**config.mk**
```make
export PLATFORM = sky130hd
export DESIGN_NAME = usr_sw_led_conditioner
export DESIGN_NICKNAME = d
export VERILOG_FILES = /design/src/rtl/usr_sw_led_conditioner.sv
export SDC_FILE = /design/constraint.sdc
export NUM_CORES = 2
export LEC_CHECK = 0
export BUFFER_PORTS_ARGS = -buffer_cell sky130_fd_sc_hd__buf_2
export CAP_MARGIN = 20
export CORE_MARGIN = 2
export CORE_UTILIZATION = 25
export DETAILED_ROUTE_END_ITERATION = 10
export PLACE_DENSITY = 0.37
export SYNTH_ARGS = -nofsm -noshare
export SYNTH_HDL_FRONTEND = slang
export SYNTH_SLANG_ARGS = --single-unit
export TNS_END_PERCENT = 30
```
**constraint.sdc**
```tcl
create_clock -name sys0_clk -period 18 [get_ports sys0_clk]
set_clock_uncertainty 0.2 [all_clocks]
set_input_delay 1.8 -clock sys0_clk [delete_from_list [all_inputs] [get_ports sys0_clk]]
set_output_delay 1.8 -clock sys0_clk [all_outputs]
set_load 0.01 [all_outputs]
```
**src/rtl/usr_sw_led_conditioner.sv**
```systemverilog
// Board-I/O conditioning: synchronizes and debounces the dip-switches, stretches
// LED requests to a visible width and optionally drives the top LED as a heartbeat.
//
//   state      | meaning
//   -----------+-----------------------------------------------------------
//   ST_STABLE  | synchronized pin agrees with sw_db, counter idle at 0
//   ST_PENDING | pin disagrees with sw_db, counting toward acceptance
module usr_sw_led_conditioner #(
    parameter int NSW            = 8,
    parameter int NLED           = 16,
    parameter int DEB_CYCLES     = 1000000,
    parameter int STRETCH_CYCLES = 5000000,
    parameter int HB_BIT         = 26
) (
    input  logic            sys0_clk,
    input  logic            sys0_rst,
    input  logic [NSW-1:0]  usr_sw_pin,
    output logic [NSW-1:0]  sw_db,
    output logic            sw_chg,
    input  logic [NLED-1:0] led_req,
    input  logic            hb_en,
    output logic [NLED-1:0] led_out
);

    localparam int CW  = (DEB_CYCLES > 1) ? $clog2(DEB_CYCLES) : 1;
    localparam int SCW = (STRETCH_CYCLES > 1) ? $clog2(STRETCH_CYCLES) : 1;
    localparam int HBW = HB_BIT + 1;

    localparam logic [CW-1:0]  CNT_LAST = CW'(DEB_CYCLES - 1);
    localparam logic [SCW-1:0] STR_LOAD = SCW'(STRETCH_CYCLES - 1);

    typedef enum logic {
        ST_STABLE  = 1'b0,
        ST_PENDING = 1'b1
    } deb_state_e;

    logic [NSW-1:0]  sync1_q;
    logic [NSW-1:0]  sync2_q;
    deb_state_e      state_q [NSW];
    deb_state_e      state_d [NSW];
    logic [CW-1:0]   cnt_q [NSW];
    logic [CW-1:0]   cnt_d [NSW];
    logic [NSW-1:0]  sw_db_q;
    logic [NSW-1:0]  sw_db_d;
    logic            sw_tog_q;
    logic            sw_chg_q;
    logic [SCW-1:0]  scnt_q [NLED];
    logic [SCW-1:0]  scnt_d [NLED];
    logic [NLED-1:0] led_q;
    logic [NLED-1:0] led_d;
    logic [HBW-1:0]  hb_q;

    always_comb begin
        sw_db_d = sw_db_q;
        for (int i = 0; i < NSW; i++) begin
            state_d[i] = state_q[i];
            cnt_d[i]   = cnt_q[i];
            unique case (state_q[i])
                ST_STABLE: begin
                    if (sync2_q[i] != sw_db_q[i]) begin
                        state_d[i] = ST_PENDING;
                        cnt_d[i]   = CW'(1);
                    end
                end
                ST_PENDING: begin
                    if (sync2_q[i] == sw_db_q[i]) begin
                        state_d[i] = ST_STABLE;
                        cnt_d[i]   = '0;
                    end else if (cnt_q[i] == CNT_LAST) begin
                        sw_db_d[i] = sync2_q[i];
                        state_d[i] = ST_STABLE;
                        cnt_d[i]   = '0;
                    end else begin
                        cnt_d[i] = cnt_q[i] + CW'(1);
                    end
                end
            endcase
        end
    end

    // The heartbeat only masks the top LED; its stretcher keeps counting underneath.
    always_comb begin
        for (int j = 0; j < NLED; j++) begin
            if (led_req[j]) begin
                scnt_d[j] = STR_LOAD;
            end else if (scnt_q[j] != '0) begin
                scnt_d[j] = scnt_q[j] - SCW'(1);
            end else begin
                scnt_d[j] = scnt_q[j];
            end
            led_d[j] = led_req[j] || (scnt_q[j] != '0);
        end
        if (hb_en) begin
            led_d[NLED-1] = hb_q[HB_BIT];
        end
    end

    always_ff @(posedge sys0_clk or posedge sys0_rst) begin
        if (sys0_rst) begin
            sync1_q  <= '0;
            sync2_q  <= '0;
            sw_db_q  <= '0;
            sw_tog_q <= 1'b0;
            sw_chg_q <= 1'b0;
            led_q    <= '0;
            hb_q     <= '0;
            for (int i = 0; i < NSW; i++) begin
                state_q[i] <= ST_STABLE;
                cnt_q[i]   <= '0;
            end
            for (int j = 0; j < NLED; j++) begin
                scnt_q[j] <= '0;
            end
        end else begin
            sync1_q  <= usr_sw_pin;
            sync2_q  <= sync1_q;
            sw_db_q  <= sw_db_d;
            sw_tog_q <= |(sw_db_d ^ sw_db_q);
            sw_chg_q <= sw_tog_q;
            led_q    <= led_d;
            hb_q     <= hb_q + HBW'(1);
            for (int i = 0; i < NSW; i++) begin
                state_q[i] <= state_d[i];
                cnt_q[i]   <= cnt_d[i];
            end
            for (int j = 0; j < NLED; j++) begin
                scnt_q[j] <= scnt_d[j];
            end
        end
    end

    assign sw_db   = sw_db_q;
    assign sw_chg  = sw_chg_q;
    assign led_out = led_q;

endmodule
```
# After elaboration in Yosys (flattened, before gate mapping)
# Index checks and enable logic that the tools add are counted.
# W data, S select, Z words.
# op_classes
add_sub_neg	25
n_eq_ne	32
n_mux	121
n_bitwise	9
reduce_logical	49
# op_table
cell	count
$mux W23	32
$mux W20	24
$reduce_bool A23 Y1	16
$sub A23 B1 Y23 const B	16
$pmux W20 S2	8
$add A20 B1 Y20 const B	8
$eq A20 B20 Y1 const B	8
$mux W1	49
$reduce_bool A2 Y1	16
$add A27 B1 Y27 const B	1
$logic_or A1 B1 Y1	16
$ne A2 B2 Y1 const B	8
$pmux W1 S2	8
$eq A1 B1 Y1	8
$ne A1 B1 Y1	8
$not A1 Y1	8
$reduce_or A8 Y1	1
$xor A8 B8 Y8	1
# totals
register_bits	605
input_bits	27
out_inout_bits	25
wordCells	275

# Longest topological paths before layout
# depth
depth_word	6
mapped_depth	10
mapped_depth_nobuf	8

# Least setup slack after synthesis
# Ideal clock, no wire load.
# synth_timing
path_type	in2reg
from	in led_req[8]
to	reg scnt_q[166] (netlist name)
setup_ps	136
arrival_ps	3464
t_required_ps	17664
slack_ps	14200
cell_stages	6
n_path_buf	1
cell_sequence	nor4_1 -> nor3b_1 -> a311o_1 -> buf_2 -> nor3_1 -> or3b_2
# synth_between
elab_chain_cells	1
elab_cells_between_ends	2
classes_between	mux (1); reduce/logical (1)
# synth_lines
element	line	text
start: declaration	20	input logic [NLED-1:0] led_req,
$mux W23 or $reduce_bool A2 Y1 (tied branches)	--	
end signal: indexed assignment	127	scnt_q[j] <= scnt_d[j];
end: declaration	47	logic [SCW-1:0] scnt_q [NLED];
# Several ways; a longest one is shown, not always the timed one.
# A chain may end at the register's enable or synchronous reset.

# Worst setup path in the final report
# Same ends and word-level chain as after synthesis.

==> out/qor.tcl <==
set qor(antenna_found_initial) 2
set qor(edff_count_synth) 0
set qor(initial_core_util_pct) 25.3
set qor(share_comb_of_total_power_pct) 4.0
set qor(timing.critical_path.slowest_cell_delay_ns) 0.64
set qor(core_area_um2) 124000
set qor(fp.dieArea_um2) 128000
set qor(synth.yosys.warnings) 0
set qor(place.port_buffers) 51
set qor(maxSlewViolCount) 0
set qor(clkTransAtPathRegs_ns) 0.06
set qor(end_kind) {flop}
set qor(wl_per_cell_um) 14.8
set qor(grt_start_max_net_pins) 136
set qor(syn-instance-count) 3308
set qor(postSynthAreaPerCell_um2) 9.48
set qor(critPathArrivalTime_ns) 4.21
set qor(ctsHtreeMaxLevel) 3
set qor(rsz0062_at_grt) {false}
set qor(final_period_minus_worst_setup_slack_ns) 3.91
set qor(postCtsSetupRepairBufs) 0
set qor(critical_path.reg2reg.startpoint) {scnt_q[299]}
set qor(cts_repair_resized_insts) 0
set qor(num-nets-final) 3379
set qor(drt-initial-drc-count) 1371
set qor(worstHoldStart) {sync1_q[1]}
set qor(via_count) 24381
set qor(tritoncts) {yes}
set qor(ir_worst_vdd_mv) 0.0567
set qor(worst_hold_path.num_cells) 0
set qor(gr-usage-all-layers_pct) 11.7
set qor(totalNegativeSetupSlack_ns) 0
set qor(power.net_switching_mw) 0.753
set qor(setup.reg_to_reg.worst_slack_ns) 14.55
set qor(die_height_um) 358
set qor(dominantRegCellSynth) {sky130_fd_sc_hd__dfrtp_1}
set qor(synthesis.nets) 3360
set qor(critPathSlowestCell) {sky130_fd_sc_hd__a311o_1}
set qor(postSynth.asyncResetShare_pct) 100
set qor(clockRootBuffer) {sky130_fd_sc_hd__clkbuf_16}
set qor(synth_sequential_area_ratio_pct) 48.3
set qor(internal_power_mw) 2.45
set qor(power.share.switching_pct) 23.6
set qor(post_synth_num_cell_types) 79
set qor(fin_crit_sh_pct) 21.7
set qor(hold_end) {sync2_q[1]}
set qor(layout_cells_sized_above_1_pct) 9.39
set qor(overflow) 0
set qor(synthesis.area_um2) 31400
set qor(diodes) 0
set qor(tritoncts.num_buffers) 80
set qor(timing.max_cap.violations) 0
set qor(worstReg2RegEnd) {scnt_q[320]}
set qor(gp_congestion) 0.709
set qor(power_density_nw_per_um2) 88.6
set qor(core.rowCount) 129
set qor(timing.critical_path.from_type) {input pin}
set qor(drt-total-wl_um) 74600
set qor(flow.area_growth_from_synthesis_pct) 15.1
set qor(post_dp_hpwl_um) 46700
set qor(grt_pass1_vias) 24039
set qor(drc_errors) 0
set qor(nFillCells) 12928
set qor(critical_path.cell_chain) {buf_2 > nor4_1 > nor3b_1 > a311o_1 > nor3_1 > or3b_2}
set qor(drt.antenna.violating_nets) 0
set qor(timing_worst_setup_path_type) {in2reg}
set qor(first_pass_iters) 5
set qor(global_route_wire_length_before_repair_um) 127000
set qor(post_cts_hold_buffer_count) 0
set qor(count_of_endpoints_failing_setup_in_the_final_report) 0
set qor(power.sequential.fraction_pct) 43.9
set qor(clock_path_buffers) 3
set qor(width_of_the_die_um) 358
set qor(vias_per_cell) 4.85
set qor(final_hold_violations) 0
set qor(timing.reg2reg.worst_path_depth) 7
set qor(power.static_leakage_nw) 12.9
set qor(yosys_register_bits) 605
set qor(status) {completed}
set qor(power.total_mw) 3.20
set qor(worstHoldPathType) {reg2reg}
set qor(maxClockFrequency_mhz) 256
set qor(power_frac_clock_pct) 52.1
set qor(crit_path_max_fanout) 29
set qor(clock_sink_count) 605
set qor(worst_skew_pair.late_latency_ns) 0.64
set qor(pin_slew_with_the_least_headroom_to_its_limit_ns) 0.955
set qor(slew_headroom_pct) 36.4
set qor(worst-endpoint-required_ns) 18.30
set qor(boundaryPins) 52
layout by cell type (no fill, tap or decap), types with 28 or more instances in the layout:
| cell type | count |
|---|---|
| sky130_fd_sc_hd__clkbuf_16 | 82 |
| sky130_fd_sc_hd__mux2i_1 | 34 |
| sky130_fd_sc_hd__nand4_1 | 59 |
| sky130_fd_sc_hd__a31oi_1 | 87 |
| sky130_fd_sc_hd__xor2_1 | 104 |
| sky130_fd_sc_hd__or2_2 | 47 |
| sky130_fd_sc_hd__or3_1 | 118 |
| sky130_fd_sc_hd__nand2b_1 | 116 |
| sky130_fd_sc_hd__a22o_1 | 28 |
| sky130_fd_sc_hd__nand3_1 | 113 |
| sky130_fd_sc_hd__nor3_1 | 116 |
| sky130_fd_sc_hd__o21ai_0 | 180 |
| sky130_fd_sc_hd__nor4_1 | 136 |
| sky130_fd_sc_hd__nand2_1 | 212 |
| sky130_fd_sc_hd__and3_1 | 31 |
| sky130_fd_sc_hd__buf_2 | 53 |
| sky130_fd_sc_hd__nor2b_1 | 49 |
| sky130_fd_sc_hd__xnor2_1 | 89 |
| sky130_fd_sc_hd__dfrtp_1 | 605 |
| sky130_fd_sc_hd__o211ai_1 | 37 |
| sky130_fd_sc_hd__a21oi_1 | 164 |
| sky130_fd_sc_hd__or4_1 | 86 |
| sky130_fd_sc_hd__o31ai_1 | 46 |
| sky130_fd_sc_hd__nor2_1 | 285 |
| sky130_fd_sc_hd__inv_1 | 85 |
worst max-delay path: cells and delay by family:
family / cells / cell delay (ns)
buffers and inverters: 1 / 0.26
and+or+nand+nor: 4 / 1.48
AOI/OAI and AO/OA: 1 / 0.64
metal layers:
| metal | global-route usage [%] | vias up | routed length (um) |
|---|---|---|---|
| li1 | - | 12276 | - |
| met1 | 16.6 | 11768 | 37700 |
| met2 | 18.1 | 239 | 32900 |
| met3 | 2.22 | 96 | 2590 |
| met4 | 3.10 | 2 | 1380 |
| met5 | 0 | - | 7 |
cell type report:
| type | count | area, um^2 | area share [%] |
|---|---|---|---|
| clock buffer | 114 | 2360 | 6.54 |
| clock inverter | 29 | 372 | 1.03 |
| inverter | 87 | 330 | 0.915 |
| multi-input combinational | 2477 | 15400 | 42.6 |
| sequential | 605 | 15100 | 41.9 |
| tap | 1637 | 2050 | 5.67 |
| timing repair buffer | 76 | 470 | 1.30 |
per-stage QoR:
step | area (um^2) | hold WS, ns | utilization [%] | cells | setup WS, ns
floorplan | 31400 | 0.131 | - | 3308 | 7.75
global route | 36100 | 0.144 | 29.1 | 5025 | 13.68
finish | 36100 | 0.145 | 29.1 | 5025 | 14.09
detailed placement | 33300 | 0.137 | 26.8 | 4878 | 13.24
CTS | 36000 | 0.146 | 29.0 | 5021 | 13.95
global placement | 33300 | 0.135 | 26.8 | 4877 | 13.25
synthesized netlist by cell type, drive strengths merged (15+ instances only):
cell    count  area (um^2)
dfrtp     605        15100
nor2      285         1070
nand2     212          796
o21ai     183          920
a21oi     165          826
nor4      136          851
clkbuf    125          469
nor3      119          601
or3       119          749
nand2b    116          726
nand3     113          566
xor2      104          911
or4        89          679
xnor2      89          780
a31oi      87          544
inv        86          323
nand4      59          369
nor2b      49          307
o31ai      48          365
or2        47          294
o211ai     37          278
mux2i      34          340
and3       31          194
a22o       28          245
o31a       27          236
ha         25          313
mux2       24          270
a21o       23          173
a41oi      20          175
and2       20          125
nor4b      20          175
o21a       15          113
flip-flops by register name, summed over array words and instances, names as in the netlist:
name	count
scnt_q	368
sync2_q	8
sw_chg	1
led_out	16
state_q	8
sw_db	8
sync1_q	8
hb_q	27
sw_tog_q	1
cnt_q	160
power groups by stage:
| stage | combinational [mW] | sequential (mW) | clock (mW) |
|---|---|---|---|
| after floorplan | 0.0964 | 1.42 | 0 |
| after global placement | 0.134 | 1.43 | 0 |
| after detailed placement | 0.134 | 1.43 | 0 |
| after CTS | 0.135 | 1.40 | 1.75 |
| after global routing | 0.151 | 1.41 | 1.81 |
| final | 0.129 | 1.40 | 1.67 |
worst max-delay path by stage:
stage / startpoint / end / slack, ns / cells after the start
2_1_floorplan: sys0_rst / cnt_q[0] / 7.75 / 1
3_3_place_gp: sys0_rst / scnt_q[300] / 13.25 / 5
3_5_place_dp: sys0_rst / sw_db[7] / 13.24 / 5
4_1_cts: sys0_rst / cnt_q[11] / 13.95 / 5
5_1_grt: sys0_rst / sync1_q[7] / 13.68 / 5
6_report: led_req[8] / scnt_q[166] / 14.09 / 6
cell families (layout without fill, tap and decap cells):
kind of cell,count (synthesis),in the layout,share of synthesized area [%]
AO/OA/AOI/OAI,711,711,14.6
XOR/XNOR,193,193,5.39
adder cells (fa/ha/maj),25,25,0.997
buffers and inverters,226,306,2.78
flip-flops,605,605,48.3
multiplexers,58,58,1.95
AND/OR/NAND/NOR,1490,1490,26.0
No activity file was read; power rests on OpenSTA's default activity.
